**config.mk**
```make
export PLATFORM = sky130hd
export DESIGN_NAME = mem_copier
export DESIGN_NICKNAME = d
export VERILOG_FILES = /design/src/rtl/mem_copier.sv
export SDC_FILE = /design/constraint.sdc
export NUM_CORES = 1
export LEC_CHECK = 0
export ABC_CLOCK_PERIOD_IN_PS = 2050
export CAP_MARGIN = 0
export CELL_PAD_IN_SITES_DETAIL_PLACEMENT = 1
export CELL_PAD_IN_SITES_GLOBAL_PLACEMENT = 1
export CORE_ASPECT_RATIO = 0.8
export CORE_MARGIN = 4
export CORE_UTILIZATION = 34
export DETAILED_ROUTE_END_ITERATION = 6
export PLACE_DENSITY = 0.83
export SLEW_MARGIN = 20
export SYNTH_ARGS = -nofsm -noshare
export SYNTH_HDL_FRONTEND = slang
export SYNTH_SLANG_ARGS = --single-unit
```
**constraint.sdc**
```tcl
create_clock -name clk -period 2.05 [get_ports clk]
set_input_delay 0.615 -clock clk [delete_from_list [all_inputs] [get_ports clk]]
set_output_delay 0.615 -clock clk [all_outputs]
set_load 0.01 [all_outputs]
```
**src/rtl/mem_copier.sv**
```systemverilog
// mem_copier: copies or fills up to 64 words of a 64x16 RAM, one READ/WRITE pair per word
module mem_copier (
  input  logic        clk,
  input  logic        reset,
  input  logic        start,
  input  logic        mode,
  input  logic [5:0]  src_base,
  input  logic [5:0]  dst_base,
  input  logic [6:0]  count,
  input  logic [15:0] fill_value,
  output logic        busy,
  output logic        done,
  output logic        mem_load,
  output logic [5:0]  mem_address,
  output logic [15:0] mem_in,
  input  logic [15:0] mem_out
);
  typedef enum logic [1:0] {IDLE, READ, WRITE, DONE} state_t;
  state_t      state;
  logic        mode_r;
  logic [5:0]  src_r, dst_r;
  logic [6:0]  cnt_r, idx;
  logic [15:0] fill_r, data_r;
  logic [6:0]  idx_n, cnt_sat;
  assign idx_n   = idx + 7'd1;
  assign cnt_sat = count > 7'd64 ? 7'd64 : count;
  // outputs are registered alongside the state, so each transition loads the target state's outputs
  always_ff @(posedge clk)
    if (reset) begin
      state       <= IDLE;
      mode_r      <= 1'b0;
      src_r       <= '0;
      dst_r       <= '0;
      cnt_r       <= '0;
      fill_r      <= '0;
      idx         <= '0;
      data_r      <= '0;
      busy        <= 1'b0;
      done        <= 1'b0;
      mem_load    <= 1'b0;
      mem_address <= '0;
      mem_in      <= '0;
    end else begin
      busy        <= 1'b0;
      done        <= 1'b0;
      mem_load    <= 1'b0;
      mem_address <= '0;
      mem_in      <= '0;
      case (state)
        IDLE:
          if (start) begin
            mode_r <= mode;
            src_r  <= src_base;
            dst_r  <= dst_base;
            cnt_r  <= cnt_sat;
            fill_r <= fill_value;
            idx    <= '0;
            if (cnt_sat == 7'd0) begin
              state <= DONE;
              done  <= 1'b1;
            end else if (mode) begin
              state       <= WRITE;
              busy        <= 1'b1;
              mem_load    <= 1'b1;
              mem_address <= dst_base;
              mem_in      <= fill_value;
            end else begin
              state       <= READ;
              busy        <= 1'b1;
              mem_address <= src_base;
            end
          end
        READ: begin
          data_r      <= mem_out;
          state       <= WRITE;
          busy        <= 1'b1;
          mem_load    <= 1'b1;
          mem_address <= dst_r + idx[5:0];
          mem_in      <= mem_out;
        end
        WRITE: begin
          idx <= idx_n;
          if (idx_n == cnt_r) begin
            state <= DONE;
            done  <= 1'b1;
          end else if (mode_r) begin
            state       <= WRITE;
            busy        <= 1'b1;
            mem_load    <= 1'b1;
            mem_address <= dst_r + idx_n[5:0];
            mem_in      <= fill_r;
          end else begin
            state       <= READ;
            busy        <= 1'b1;
            mem_address <= src_r + idx_n[5:0];
          end
        end
        default: state <= IDLE;
      endcase
    end
endmodule

```
# After elaboration in Yosys (flattened, before gate mapping)
# Index checks and enable logic that the tools add are counted.
word_totals:
  regBits: 70
  latch_bits: 0
  ramBits: 0
  mem_bits_ro: 0
  input_bits: 55
  n_memories: 0
op_classes:
  add_sub_neg: 4
  mul: 0
  div_mod_pow: 0
  order_cmp: 1
  eq_ne: 4
  n_shift: 0
  mux: 35
  bitwise: 0
  n_reduce_logical: 5
op_table:
  columns: ["cell", "count"]
  rows:
  - ["$mux 16", 5]
  - ["$pmux 16 s3", 1]
  - ["$mux 6", 5]
  - ["$add 6x6->6", 3]
  - ["$pmux 6 s3", 1]
  - ["$mux 7", 2]
  - ["$pmux 7 s2", 1]
  - ["$mux 1", 11]
  - ["$mux 2", 5]
  - ["$add 7x1->7 const B", 1]
  - ["$eq 7x7->1", 1]
  - ["$gt 7x7->1 const B", 1]
  - ["$logic_not 7->1", 1]
  - ["$pmux 1 s3", 2]
  - ["$pmux 2 s3", 1]
  - ["$reduce_and 2->1", 2]
  - ["$eq 2x1->1 const B", 1]
  - ["$eq 2x2->1 const B", 1]
  - ["$logic_not 2->1", 1]
  - ["$ne 2x2->1 const B", 1]
  - ["$pmux 1 s2", 1]
  - ["$reduce_bool 2->1", 1]

# Longest topological paths before layout
# Gate-level depths: netlist of run 1.
depth:
  depth_word: 6
  ltp_mapped: 9

# Worst setup path before layout of run 1
# No wires, ideal clock.
synth_path:
  path_kind: "register to register"
  start: "reg mode_r"
  end: "reg mem_address[4]"
  arrival_time_ps: 2103
  setup_slack_ps: -184
  path_stages_with_launch: 9
  path_buffers: 1
  period_less_slack_ps: 2234
  path_cell_list: "dfxtp_1 > clkbuf_1 > mux2_2 > ha_1 > fa_1 > a21o_1 > a21oi_1 > xor2_1 > o22ai_1"
synth_via:
  elab_chain_len: 3
synth_lines:
  columns: ["item", "line_no", "text"]
  rows:
  - ["start: declaration", "20", "logic mode_r;"]
  - ["start signal: assignment", "52", "mode_r <= mode;"]
  - ["$mux 6", "86", "end else if (mode_r) begin"]
  - ["$mux 6", "83", "if (idx_n == cnt_r) begin"]
  - ["$pmux 6 s3", "49", "case (state)"]
  - ["end signal: assignment", "78", "mem_address <= dst_r + idx[5:0];"]
  - ["end signal: assignment", "90", "mem_address <= dst_r + idx_n[5:0];"]
  - ["end signal: assignment", "95", "mem_address <= src_r + idx_n[5:0];"]
  - ["end: declaration", "14", "output logic [5:0] mem_address,"]
# Every way passes these cells.
# A chain may end at the register's enable or synchronous reset.

# Worst setup path in the final report of run 1
layout_path:
  start: "reg idx[0]"
  end: "reg done"
layout_via:
  elab_chain_len: 4
layout_lines:
  columns: ["item", "line_no", "text"]
  rows:
  - ["start: declaration", "22", "logic [6:0] cnt_r, idx;"]
  - ["start signal: assignment", "82", "idx <= idx_n;"]
  - ["$add 7x1->7", "25", "assign idx_n = idx + 7'd1;"]
  - ["$eq 7x7->1", "83", null]
  - ["$mux 1", "83", null]
  - ["$pmux 1 s2", "49", null]
  - ["end signal: assignment", "45", "done <= 1'b0;"]
  - ["end signal: assignment", "60", "done <= 1'b1;"]
  - ["end signal: assignment", "85", "done <= 1'b1;"]
  - ["end: declaration", "12", "output logic done,"]
# Every way passes these cells.

==> results_dict.tcl, run 1 <==
set metrics [dict create \
    vdd_drop_max_uv 361 \
    critPathCaptureType "flip-flop" \
    p_switching_mw 1.08 \
    netlist_area_mm2 0.00341 \
    hpwlAfterDp_um 8500 \
    grt_overflow 0 \
    relSlewSlack_pct 68.6 \
    yosysWarnings 0 \
    vias 3283 \
    clkLatencyLatePin_ns 0.34 \
    ant_nets 0 \
    grt_max_degree 31 \
    numCtsBuffers 9 \
    drcViolationCount 0 \
    p_leak_nw 1.91 \
    io_pins 80 \
    grt_pass1_vias 3646 \
    area_growth_pct 49.2 \
    syn-num-nets 444 \
    dpl-instance-area_mm2 0.00457 \
    drive_gt1_share_pct 24.0 \
    fp.dieH_um 97.6 \
    path_max_fanout 5 \
    seq_power_share_pct 38.2 \
    ys_types 47 \
    power.share.switching_pct 27.2 \
    die_w_um 120 \
    power.total_mw 3.97 \
    max_slew.worst_pin.slew_ns 0.469 \
    fin_crit_ns 2.03 \
    min_path_type "flip-flop to flip-flop" \
    utilization_pct 52.3 \
    nFillCells 1085 \
    wl_per_cell_um 19.6 \
    slew_violations 0 \
    dieArea_mm2 0.0117 \
    hold_viol_final 0 \
    vias_per_cell 5.30 \
    ys_ff_latch 70 \
    cts_sinks 70 \
    synth_most_common_cell "nand2_1" \
    avgSynthCellArea_um2 9.08 \
    htree_levels 3 \
    drv_cap 0 \
    critical_path_required_ns 2.29 \
    place_inst 597 \
    cts_tree "built" \
    core-area_mm2 0.00973 \
    path_class "flip-flop to flip-flop" \
    final_cell_count_no_fill 619 \
    critical_path_arrival_ns 2.26 \
    drt-pass1-iter-count 4 \
    fin_crit_sh_pct 98.9 \
    clockRootBuffer "clkbuf_16" \
    fin_worst_skew_ns 0.00839 \
    cell_internal_pwr_mw 2.89 \
    grt_use_total_pct 20.7 \
    dr.first_iter.drc_count 312 \
    holdWs_ns 0.465 \
    multi_input_area_mm2 0.00209 \
    start_util_pct 35.1 \
    synth_async_sr_flop_share_pct 0 \
    synthTopCellsByCount "nand2_1, dfxtp_1, a21oi_1" \
    final_area_mm2 0.00509 \
    synthCells 376 \
    clk_pin_slew_ns 0.06 \
    synth_top_cell_area_share_pct 41.1 \
    status "finished, final reports clean" \
    io_buffers 79 \
    ys_seq_area_share_pct 41.1 \
    start_kind "flip-flop" \
    timing.fmax_ghz 0.493 \
    wl_um 12200 \
    cts_buffer_depth 2 \
    grt_pass1_wl_um 19000 \
    regArea_mm2 0.00141 \
    place_congestion 0.858 \
    dominantRegCellSynth "dfxtp_1" \
    power.density_mw_per_mm2 779 \
    cts_hold_buffers 0 \
    comb_power_share_pct 19.0 \
    rows 32 \
    layout.nets 546 \
    synth-edff-count 0 \
    setup_viol 0 \
    power_frac_clock_pct 42.7 \
    antenna_found_initial 0 \
    antenna_cells 0 \
    synth_area_leaders "dfxtp_1, nand2_1, a21oi_1, a22oi_1, o2bb2ai_2" \
    yosysTopAreaCell "dfxtp_1" \
]
[sequential cells by signal, indices dropped and copies added (netlist names)]
signal / flops
done: 1
dst_r: 6
mode_r: 1
idx: 7
fill_r: 16
mem_in: 16
busy: 1
cnt_r: 7
src_r: 6
mem_load: 1
state: 2
mem_address: 6
[layout by cell type, fill, tap and decap left out, types with 6 or more instances in the layout]
cell type,instances
mux2_2,8
inv_1,7
nor2_1,10
clkbuf_16,9
dfxtp_1,66
buf_4,29
a21oi_1,46
a22oi_1,8
ha_1,8
nand3b_1,6
o21ai_0,6
nand2_1,74
clkdlybuf4s50_1,74
a22oi_2,13
xnor2_1,11
o2bb2ai_2,10
nand3_1,7
o2bb2ai_1,6
[cell type report]
class	count	area share, %
clock buffer	9	4.42
clock inverter	7	1.92
inverter	7	0.516
multi-input combinational	277	41.1
sequential	70	27.7
tap	136	3.34
timing repair buffer	113	21.1
[power groups by stage]
stage / sequential [mW] / combinational [mW] / clock, mW
2_1_floorplan: 1.53 / 0.356 / 0
3_3_place_gp: 1.53 / 0.669 / 0
3_5_place_dp: 1.54 / 0.701 / 0
4_1_cts: 1.51 / 0.728 / 1.71
5_1_grt: 1.53 / 0.815 / 1.77
6_report: 1.52 / 0.755 / 1.70
[worst max-delay path, stage by stage (launching register included)]
cell and delay, ns:
dfxtp_2 0.34, ha_4 0.18, and3_4 0.21, xnor3_1 0.24, and4_4 0.27, nand4_4 0.15
buf_4 0.20, a2bb2oi_1 0.14, nor3_2 0.20
[what timing repair did]
action	in CTS	in global routing
pin swaps	10	14
setup endpoints to repair	27	25
gates cloned	2	0
gates resized for setup	20	23
buffers inserted	1	3
[cell families (layout without fill, tap and decap cells)]
kind of cell             Yosys count  count (layout)  synth area share, %
AO/OA/AOI/OAI                    111             111                 22.7
XOR/XNOR                          22              22                 6.85
adder cells (fa/ha/maj)           13              13                 5.21
buffers and inverters             31             136                 4.25
flip-flops                        70              70                 41.1
multiplexers                      12              12                 3.89
AND/OR/NAND/NOR                  117             119                 16.1
[layer usage]
metal	track usage, %	share of wire, %	up-vias	wire (um)
met1	24.8	43	1633	5200
li1	-	-	1530	-
met5	0	0	-	0
met3	5.01	4.8	22	580
met2	35.3	50	98	6060
met4	8.36	2.6	0	310
[metrics by stage]
stage	TNS, ns	worst slack (ns)
after floorplan	-0.0574	-0.0574
after global placement	-10.39	-0.421
after detailed placement	-11.99	-0.508
after CTS	-0.00482	-0.00482
after global routing	-0.0955	-0.0200
final	0	0.0231
[path summary, 6_finish.rpt]
kind / start / slack [ns] / to / depth (start not counted)
worst max-delay path: idx[0] / 0.02 / done / 8
worst min-delay path: src_r[3] / 0.47 / src_r[3] / 2
worst max register to register: idx[0] / 0.02 / done / 8
worst min register to register: src_r[3] / 0.47 / src_r[3] / 2
(Power assumes the default switching activity.)
==> run 2: changes to the inputs <==
- CTS_CLUSTER_DIAMETER: default -> 30
==> results of run 2 <==
No change in the layout: final DEF, timing and power equal those of run 1.
==> run 3: changes to the inputs <==
- CELL_PAD_IN_SITES_DETAIL_PLACEMENT: 1 -> 0
- CORE_ASPECT_RATIO: 0.8 -> 1.5
- PLACE_DENSITY: 0.83 -> default
- PLACE_DENSITY_LB_ADDON: default -> 0.1
==> results_dict.tcl, run 3 (synthesis gave the netlist of run 1 again) <==
set metrics [dict create \
    critPathTopFamily "simple AND/OR/NAND/NOR gates" \
    place_congestion 0.843 \
    ant_nets 0 \
    critPathCaptureType "flip-flop" \
    dpl-instance-area_mm2 0.00457 \
    crit_chain "dlygate4sd2_1 > or4_4 > nor4_4 > buf_4 > buf_6 > buf_12 > nor2_4 > a22oi_1 > o2bb2ai_1" \
    setup_viol 0 \
    power.total_mw 4.09 \
    p_leak_nw 1.97 \
    htree_levels 3 \
    slew_violations 0 \
    dieArea_mm2 0.0117 \
    antenna_cells 0 \
    top_regs "fill_r: 16 flops, mem_in: 16 flops" \
    dr.first_iter.drc_count 141 \
    fin_ws_ns 0.0526 \
    pre_cts_slack_ns -0.521 \
    crit_start "count[4]" \
    antenna_found_initial 0 \
    start_util_pct 35.0 \
    place_inst 579 \
    vias 3053 \
    cp.depth 9 \
    fin_crit_sh_pct 97.4 \
    start_kind "input port" \
    rr_worst_depth 8 \
    hp-start "fill_r[5]" \
    io_buffers 79 \
    drt-pass1-iter-count 4 \
    setup-tns-final_ns 0 \
    grt_pass1_vias 3081 \
    drcViolationCount 0 \
    wl_um 9850 \
    hpwlAfterDp_um 7160 \
    clk_pin_slew_ns 0.06 \
    utilization_pct 52.8 \
    layout.nets 552 \
    max_slew.worst_pin.slew_ns 0.507 \
    path_class "input port to flip-flop" \
    path_max_fanout 5 \
    area_growth_pct 50.6 \
    fp.dieH_um 131 \
    slowest_stage "or4_4" \
    hold_path_depth 2 \
    cts_buffer_depth 2 \
    critical_path_arrival_ns 2.21 \
    fin_crit_ns 2.00 \
    mostFrequentLayoutCells "clkdlybuf4s50_1, nand2_1, dfxtp_1" \
    numCtsBuffers 9 \
    rr_startpoint "idx[0]" \
    wl_per_cell_um 16.3 \
    cts_tree "built" \
    slowest_delay_ns 0.49 \
    final_cell_count_no_fill 604 \
    critical_path_required_ns 2.26 \
    vias_per_cell 5.05 \
    relSlewSlack_pct 66.1 \
    timing.fmax_ghz 0.501 \
    crit_buf_inv 4 \
    grt_overflow 0 \
    grt_pass1_wl_um 15600 \
    core-area_mm2 0.00974 \
    rows 44 \
    min_path_type "flip-flop to flip-flop" \
    status "finished, final reports clean" \
    clockRootBuffer "clkbuf_16" \
    final_common_cell "clkdlybuf4s50_1" \
    holdWs_ns 0.456 \
    nFillCells 934 \
    io_pins 80 \
    grt_use_total_pct 17.1 \
    drv_cap 0 \
    clkLatencyLatePin_ns 0.33 \
    fin_worst_skew_ns 0.00737 \
    cts_sinks 70 \
    drive_gt1_share_pct 24.5 \
    grt_max_degree 41 \
    vdd_drop_max_uv 576 \
    final_area_mm2 0.00514 \
    power.density_mw_per_mm2 795 \
    die_w_um 89.8 \
    hold_viol_final 0 \
]
## run 3: cell count changes in the layout (fill, tap and decap cells not counted), moves of 2 or more
cell,change
mux2_2,+2
mux2_4,-2
clkbuf_8,+2
a21oi_2,-2
buf_6,+2
buf_4,+3
a21oi_1,+2
ha_4,-2
## run 3: per-layer routing
metal	track usage, %	routed length, um	up-vias
li1	-	-	1554
met1	17.7	3830	1432
met2	33.6	5520	57
met3	3.61	334	10
met4	6.77	161	0
met5	0	0	-
## run 3: final cells by class
cell class | instances | area (um2) | area share [%]
multi-input cells | 277 | 2060 | 40.2
flip-flops and latches | 70 | 1410 | 27.4
repair buffers | 119 | 1140 | 22.2
clock buffers | 11 | 253 | 4.92
well taps | 115 | 144 | 2.80
clock inverters | 5 | 105 | 2.04
inverters | 7 | 26.3 | 0.511
## run 3: path summary, 6_finish.rpt
path	endpoint	slack, ns
min reg2reg	fill_r[5]	0.46
max reg2reg	busy	0.07
min	fill_r[5]	0.46
max	mem_in[3]	0.05
## run 3: timing repair
item,4_1_cts,5_1_grt
pin swaps,10,10
hold endpoints to repair,0,0
setup buffers,1,6
gates resized for setup,19,21
cloned,2,0
hold buffers,0,0
setup endpoints to repair,27,26
## run 3: worst register-to-register path, delay by kind of cell, from the launching register on
kind                     cells  cell delay [ns]
flip-flops                   1             0.34
buffers and inverters        1             0.18
AO/OA/AOI/OAI                1             0.27
adder cells (fa/ha/maj)      1             0.18
XOR/XNOR                     1             0.25
AND/OR/NAND/NOR              4             0.65
## run 3: report_power, final
group | total, mW | internal [mW] | switching [mW]
clock | 1.85 | 1.25 | 0.596
sequential | 1.50 | 1.45 | 0.0534
combinational | 0.731 | 0.372 | 0.359
total | 4.09 | 3.08 | 1.01
